[config.mk]
export PLATFORM = sky130hd
export DESIGN_NAME = spi_reg_bank
export DESIGN_NICKNAME = d
export VERILOG_FILES = /design/src/rtl/spi_reg_bank_pkg.sv /design/src/rtl/spi_sync2.sv /design/src/rtl/spi_reg_bank.sv
export SDC_FILE = /design/constraint.sdc
export NUM_CORES = 1
export LEC_CHECK = 0
export CAP_MARGIN = 30
export CORE_AREA = 2 2 72 74
export CTS_CLUSTER_SIZE = 10
export DETAILED_ROUTE_END_ITERATION = 10
export DIE_AREA = 0 0 74 76
export DONT_BUFFER_PORTS = 1
export GPL_ROUTABILITY_DRIVEN = 0
export PLACE_DENSITY = 0.79
export SETUP_SLACK_MARGIN = 0.1
export SLEW_MARGIN = 20
export SYNTH_ARGS = -nofsm -noshare
export SYNTH_HDL_FRONTEND = slang
export SYNTH_SLANG_ARGS = --single-unit
export TNS_END_PERCENT = 10
[constraint.sdc]
create_clock -name clk -period 2.47 [get_ports clk]
set_clock_uncertainty 0.05 [all_clocks]
set_input_delay 0.494 -clock clk [delete_from_list [all_inputs] [get_ports clk]]
set_output_delay 0.494 -clock clk [all_outputs]
set_load 0.05 [all_outputs]
[src/rtl/spi_reg_bank_pkg.sv]
// rtl/spi_reg_bank_pkg.sv - shared types and helpers for the SPI register bank
package spi_reg_bank_pkg;

    typedef enum logic [1:0] {
        IDLE   = 2'd0,
        SHIFT  = 2'd1,
        DONE   = 2'd2,
        COMMIT = 2'd3
    } state_t;

    localparam logic RW_WRITE = 1'b1;
    localparam logic RW_READ  = 1'b0;

    // Frame = R/W bit + address field + data field, MSB first.
    function automatic int frame_len(input int addr_w, input int data_w);
        return 1 + addr_w + data_w;
    endfunction

endpackage

[src/rtl/spi_sync2.sv]
// rtl/spi_sync2.sv - two-flop synchroniser with configurable reset value
//
// Ports: clk, rst (sync active-high), d (asynchronous input),
//        q (synchronised output, RST_VAL while in reset).
module spi_sync2 #(
    parameter logic RST_VAL = 1'b0
) (
    input  logic clk,
    input  logic rst,
    input  logic d,
    output logic q
);

    logic meta_q;

    always_ff @(posedge clk) begin
        if (rst) begin
            meta_q <= RST_VAL;
            q      <= RST_VAL;
        end else begin
            meta_q <= d;
            q      <= meta_q;
        end
    end

endmodule

[src/rtl/spi_reg_bank.sv]
// rtl/spi_reg_bank.sv - SPI mode-0 slave writing a small bank of registers
//
// Ports: clk, rst (sync active-high); sclk_raw/mosi_raw/cs_n_raw (async SPI bus);
//        miso, miso_oe (serial read data and its enable);
//        regs (flat bus, register i at [i*DATA_W +: DATA_W]);
//        wr_stb (per-register one-cycle write pulse); frame_err (discarded-frame pulse).
// Optional feature: define SPI_REG_BANK_READBACK_EN to enable register read-back on
// miso; otherwise miso/miso_oe are tied low and reads complete silently.
module spi_reg_bank
    import spi_reg_bank_pkg::*;
#(
    parameter int                NUM_REGS = 5,
    parameter int                ADDR_W   = 7,
    parameter int                DATA_W   = 8,
    parameter logic [DATA_W-1:0] RST_VAL  = '0
) (
    input  logic                       clk,
    input  logic                       rst,
    input  logic                       sclk_raw,
    input  logic                       mosi_raw,
    input  logic                       cs_n_raw,
    output logic                       miso,
    output logic                       miso_oe,
    output logic [NUM_REGS*DATA_W-1:0] regs,
    output logic [NUM_REGS-1:0]        wr_stb,
    output logic                       frame_err
);

    localparam int                FRAME_LEN  = frame_len(ADDR_W, DATA_W);
    localparam int                CNT_W      = $clog2(FRAME_LEN + 1);
    localparam logic [ADDR_W:0]   NUM_REGS_L = (ADDR_W + 1)'(NUM_REGS);

    logic cs_s, sclk_s, mosi_s;
    logic sclk_d, cs_d;
    logic sclk_rise, cs_rise;
    logic [1:0] vld_q;
    logic armed_q;

    state_t state_q, state_d, from_q;
    logic [CNT_W-1:0]     cnt_q;
    logic [FRAME_LEN-1:0] sr_q;
    logic [DATA_W-1:0]    regs_q [NUM_REGS];

    logic              rw;
    logic [ADDR_W-1:0] addr;
    logic [DATA_W-1:0] data;
    logic              addr_ok;
    logic              in_commit;
    logic              commit_wr;

    spi_sync2 #(.RST_VAL(1'b1)) u_sync_cs   (.clk(clk), .rst(rst), .d(cs_n_raw), .q(cs_s));
    spi_sync2 #(.RST_VAL(1'b0)) u_sync_sclk (.clk(clk), .rst(rst), .d(sclk_raw), .q(sclk_s));
    spi_sync2 #(.RST_VAL(1'b0)) u_sync_mosi (.clk(clk), .rst(rst), .d(mosi_raw), .q(mosi_s));

    always_ff @(posedge clk) begin
        if (rst) begin
            sclk_d <= 1'b0;
            cs_d   <= 1'b1;
            vld_q  <= 2'b00;
        end else begin
            sclk_d <= sclk_s;
            cs_d   <= cs_s;
            vld_q  <= {vld_q[0], 1'b1};
        end
    end

    assign sclk_rise = sclk_s & ~sclk_d;
    assign cs_rise   = cs_s & ~cs_d;

    // armed_q records that cs_n has been genuinely high since the last frame start
    // (vld_q masks the synchroniser reset value). Starting on "armed and cs_n low"
    // rather than on a one-cycle edge keeps a fall that lands during COMMIT, and
    // ignores a frame that was already in flight when reset was released.
    always_ff @(posedge clk) begin
        if (rst) begin
            armed_q <= 1'b0;
        end else if (state_q == IDLE && state_d == SHIFT) begin
            armed_q <= 1'b0;
        end else if (cs_s && vld_q[1]) begin
            armed_q <= 1'b1;
        end
    end

    always_comb begin
        state_d = state_q;
        if (state_q == COMMIT) begin
            state_d = IDLE;
        end else if (cs_rise) begin
            state_d = COMMIT;
        end else begin
            case (state_q)
                IDLE:    if (armed_q && !cs_s) state_d = SHIFT;
                SHIFT:   if (sclk_rise && cnt_q == CNT_W'(FRAME_LEN - 1)) state_d = DONE;
                default: state_d = state_q;
            endcase
        end
    end

    always_ff @(posedge clk) begin
        if (rst) begin
            state_q <= IDLE;
            from_q  <= IDLE;
        end else begin
            state_q <= state_d;
            if (state_d == COMMIT) from_q <= state_q;
        end
    end

    // Shift only in SHIFT, so sclk edges in DONE leave the captured frame intact.
    always_ff @(posedge clk) begin
        if (rst || state_q == IDLE) begin
            cnt_q <= '0;
            sr_q  <= '0;
        end else if (state_q == SHIFT && sclk_rise) begin
            sr_q <= {sr_q[FRAME_LEN-2:0], mosi_s};
            if (cnt_q != CNT_W'(FRAME_LEN)) cnt_q <= cnt_q + 1'b1;
        end
    end

    assign rw        = sr_q[FRAME_LEN-1];
    assign addr      = sr_q[DATA_W +: ADDR_W];
    assign data      = sr_q[DATA_W-1:0];
    assign addr_ok   = {1'b0, addr} < NUM_REGS_L;
    assign in_commit = (state_q == COMMIT);
    assign commit_wr = ~rst & in_commit & (from_q == DONE) & (rw == RW_WRITE) & addr_ok;
    assign frame_err = ~rst & in_commit &
                       ((from_q == SHIFT) | ((from_q == DONE) & (rw == RW_WRITE) & ~addr_ok));

    always_comb begin
        wr_stb = '0;
        for (int i = 0; i < NUM_REGS; i++) begin
            if (commit_wr && addr == ADDR_W'(i)) wr_stb[i] = 1'b1;
        end
    end

    always_ff @(posedge clk) begin
        if (rst) begin
            for (int i = 0; i < NUM_REGS; i++) regs_q[i] <= RST_VAL;
        end else if (commit_wr) begin
            for (int i = 0; i < NUM_REGS; i++) begin
                if (addr == ADDR_W'(i)) regs_q[i] <= data;
            end
        end
    end

    for (genvar g = 0; g < NUM_REGS; g++) begin : g_regs
        assign regs[g*DATA_W +: DATA_W] = regs_q[g];
    end

`ifdef SPI_REG_BANK_READBACK_EN
    logic              sclk_fall;
    logic [DATA_W-1:0] rd_data;
    logic [DATA_W-1:0] out_sr;
    logic              oe_q;

    assign sclk_fall = ~sclk_s & sclk_d;

    // While the last address bit is fresh, the address sits in the low bits of sr_q.
    always_comb begin
        rd_data = '0;
        for (int i = 0; i < NUM_REGS; i++) begin
            if (sr_q[ADDR_W-1:0] == ADDR_W'(i)) rd_data = regs_q[i];
        end
    end

    always_ff @(posedge clk) begin
        if (rst || state_q == IDLE || state_q == COMMIT) begin
            out_sr <= '0;
            oe_q   <= 1'b0;
        end else if (sclk_fall) begin
            if (state_q == SHIFT && cnt_q == CNT_W'(1 + ADDR_W) && sr_q[ADDR_W] == RW_READ) begin
                out_sr <= rd_data;
                oe_q   <= 1'b1;
            end else if (oe_q) begin
                out_sr <= out_sr << 1;
            end
        end
    end

    assign miso    = out_sr[DATA_W-1];
    assign miso_oe = oe_q;
`else
    assign miso    = 1'b0;
    assign miso_oe = 1'b0;
`endif

endmodule

==> flow_metrics.tcl <==
set metrics [dict create \
    yosysSeqAreaShare 0.681 \
    ir_worst_vdd_v 0.000384 \
    utilization 0.639 \
    stdcell_count 310 \
    rsz0062_at_grt "yes" \
    clkTransAtPathRegs_ns 0.07 \
    critPathLaunchType "flip-flop" \
    drt-total-wl_mm 4.57 \
    grt_start_max_net_pins 24 \
    hold_buffers 0 \
    critPathMaxFanout 6 \
    clock_latency_ns 0.34 \
    syn_inst 225 \
    reg2reg_setup_slack_ns 0.30 \
    status "complete, no violations" \
    cp-end-kind "output pin" \
    grt_pass1_wl_mm 7.42 \
    syn_to_final_growth_pct 11.1 \
    drt_iter0_drc 125 \
    die_height_um 76 \
    critPathArrivalTime_ns 1.86 \
    worstPathRequired_ns 1.93 \
    place_inst 291 \
    final_hold_viol_count 0 \
    clock_sinks 76 \
    muxShareOfSynthArea 0 \
    port_buffers 0 \
    p_per_area_nw_per_um2 777 \
    synth-xor-area-share 0 \
    p_leak_nw 1.10 \
    antenna_found_initial 0 \
    min_path_type "input pin to flip-flop" \
    remaining_drc_errors 0 \
    vias 1683 \
    die_area_um2 5620 \
    wl_per_cell_um 14.8 \
    avgSynthCellArea_um2 12.5 \
    yosys_warnings 0 \
    cts_made_buffers 9 \
    drive_above_1_share 0.158 \
    io_pins 53 \
    setup_violations 0 \
    start_util 0.575 \
    fmax_ghz 0.415 \
    synth_edf_count 40 \
    crit_type "flip-flop to output pin" \
    fin_crit_sh 0.975 \
    async_flop_share 0 \
    cts-root-buf "clkbuf_8" \
    synth_compound_area_frac 0.0869 \
    drv_slew 0 \
    clk_path_buf_depth 2 \
    antenna_cells 0 \
    fp-row-count 26 \
    ys_ff_latch 76 \
    synth_area_um2 2820 \
    nNetsFinal 243 \
    viasPerCell 5.43 \
    slew_headroom 0.379 \
    ys_types 42 \
    synthAdderAreaFrac 0.0133 \
    gr-total-overflow 0 \
    htree_levels 3 \
    synth-simple-area-share 0.180 \
    detail-route-antenna-nets 0 \
    coreArea_um2 4910 \
    place_hpwl_mm 2.91 \
    drv_cap 0 \
    synth_top_family_by_area "simple AND/OR/NAND/NOR gates" \
    cts_tree "yes" \
    grt_pass1_vias 1535 \
    finalCriticalPeriod_ns 2.41 \
    dr.pass1.iters 4 \
    synth_ff_type "edfxtp_1" \
    worst_pin_slew_ns 0.929 \
    grt_use_total 0.180 \
    die_width_um 74 \
]
[stage by stage]
stage / hold WS, ns / area, um^2 / TNS (ns) / total power, W / worst slack (ns)
after floorplan: 0.339 / 2830 / 0 / 0.00158 / 0.235
after global placement: 0.344 / 2910 / 0 / 0.00159 / 0.312
after detailed placement: 0.349 / 2910 / 0 / 0.00159 / 0.278
after CTS: 0.142 / 3120 / 0 / 0.00245 / 0.0368
after global routing: 0.141 / 3140 / -0.00637 / 0.00252 / -0.00637
final: 0.153 / 3140 / 0 / 0.00244 / 0.0611
[flip-flops by register name, summed over array words and instances (netlist names)]
register / flops
sclk_d: 1
u_sync_sclk.meta_q: 1
u_sync_cs.meta_q: 1
u_sync_sclk.q: 1
u_sync_cs.q: 1
cs_d: 1
vld_q: 2
armed_q: 1
sr_q: 16
u_sync_mosi.meta_q: 1
state_q: 2
from_q: 2
regs_q: 40
cnt_q: 5
u_sync_mosi.q: 1
[synthesized netlist by cell type (all sizes together), types with 4 or more instances]
library cell | n | area (um^2)
a21oi | 21 | 105
and2 | 8 | 50.1
and3 | 4 | 25.0
buf | 10 | 63.8
clkbuf | 4 | 15.0
dfxtp | 36 | 721
edfxtp | 40 | 1200
inv | 7 | 26.3
nand2 | 34 | 128
nor2 | 6 | 22.5
nor2b | 7 | 43.8
nor3 | 4 | 31.3
[path summary, 6_finish.rpt]
kind                   endpoint  cells past startpoint              from
setup / recovery      wr_stb[3]                      4          sr_q[12]
hold / removal         vld_q[0]                      1               rst
setup reg to reg  regs_q[0][21]                      4          sr_q[12]
hold reg to reg     u_sync_cs.q                      1  u_sync_cs.meta_q
[what timing repair did]
| item | in CTS | in global routing |
|---|---|---|
| buffers inserted | 3 | 0 |
| pin swaps | 4 | 3 |
| resized for setup | 3 | 4 |
| endpoints found under the setup margin | 5 | 6 |
[worst max-delay path, cell delays in order, from the launching register on]
cell and delay [ns]:
dfxtp_2 0.32, or4_4 0.56, nor3_4 0.25, and4_1 0.24
buf_6 0.16
[layout make-up]
| cell class | instances | area, um^2 |
|---|---|---|
| flip-flops and latches | 76 | 1920 |
| clock inverters | 5 | 52.6 |
| clock buffers | 11 | 131 |
| well taps | 70 | 87.6 |
| fillers | 377 | 1780 |
| inverters | 7 | 26.3 |
| multi-input cells | 129 | 806 |
| repair buffers | 12 | 109 |
[power breakdown]
group	switching, W	internal (W)	total (W)
logic	0.0000327	0.0000159	0.0000487
registers	0.000144	0.00137	0.00152
clock network	0.000409	0.000462	0.000871
total	0.000586	0.00185	0.00244
[cell families after synthesis]
group,Yosys count
AO/OA/AOI/OAI,38
adder cells (fa/ha/maj),3
buffers and inverters,21
flip-flops,76
other,1
AND/OR/NAND/NOR,86
[per-layer routing]
layer / vias to the layer above / wire (um) / global-route usage / part of all wire
met5: - / 0 / 0 / 0
met4: 0 / 79 / 0.104 / 0.017
met3: 8 / 297 / 0.0503 / 0.065
met2: 62 / 2340 / 0.288 / 0.51
met1: 796 / 1850 / 0.211 / 0.40
li1: 817 / - / - / -
[layout by cell type (no fill, tap or decap), types with 2 or more instances in the layout]
master	n
nor2_1	6
a221oi_1	3
and3_1	4
inv_1	7
a31o_1	3
nor3b_1	2
nor3_1	3
edfxtp_1	40
and2_1	8
clkinv_2	3
nand2b_1	2
clkbuf_8	9
nand3_1	2
a21oi_1	21
clkbuf_1	2
nor2b_1	7
a41o_1	3
ha_1	3
o21bai_1	2
buf_4	7
dfxtp_1	34
o21ai_0	2
and4_1	2
buf_6	5
dfxtp_2	2
nand2_1	34
conb_1	2
or2_2	3
(Power assumes the default switching activity.)
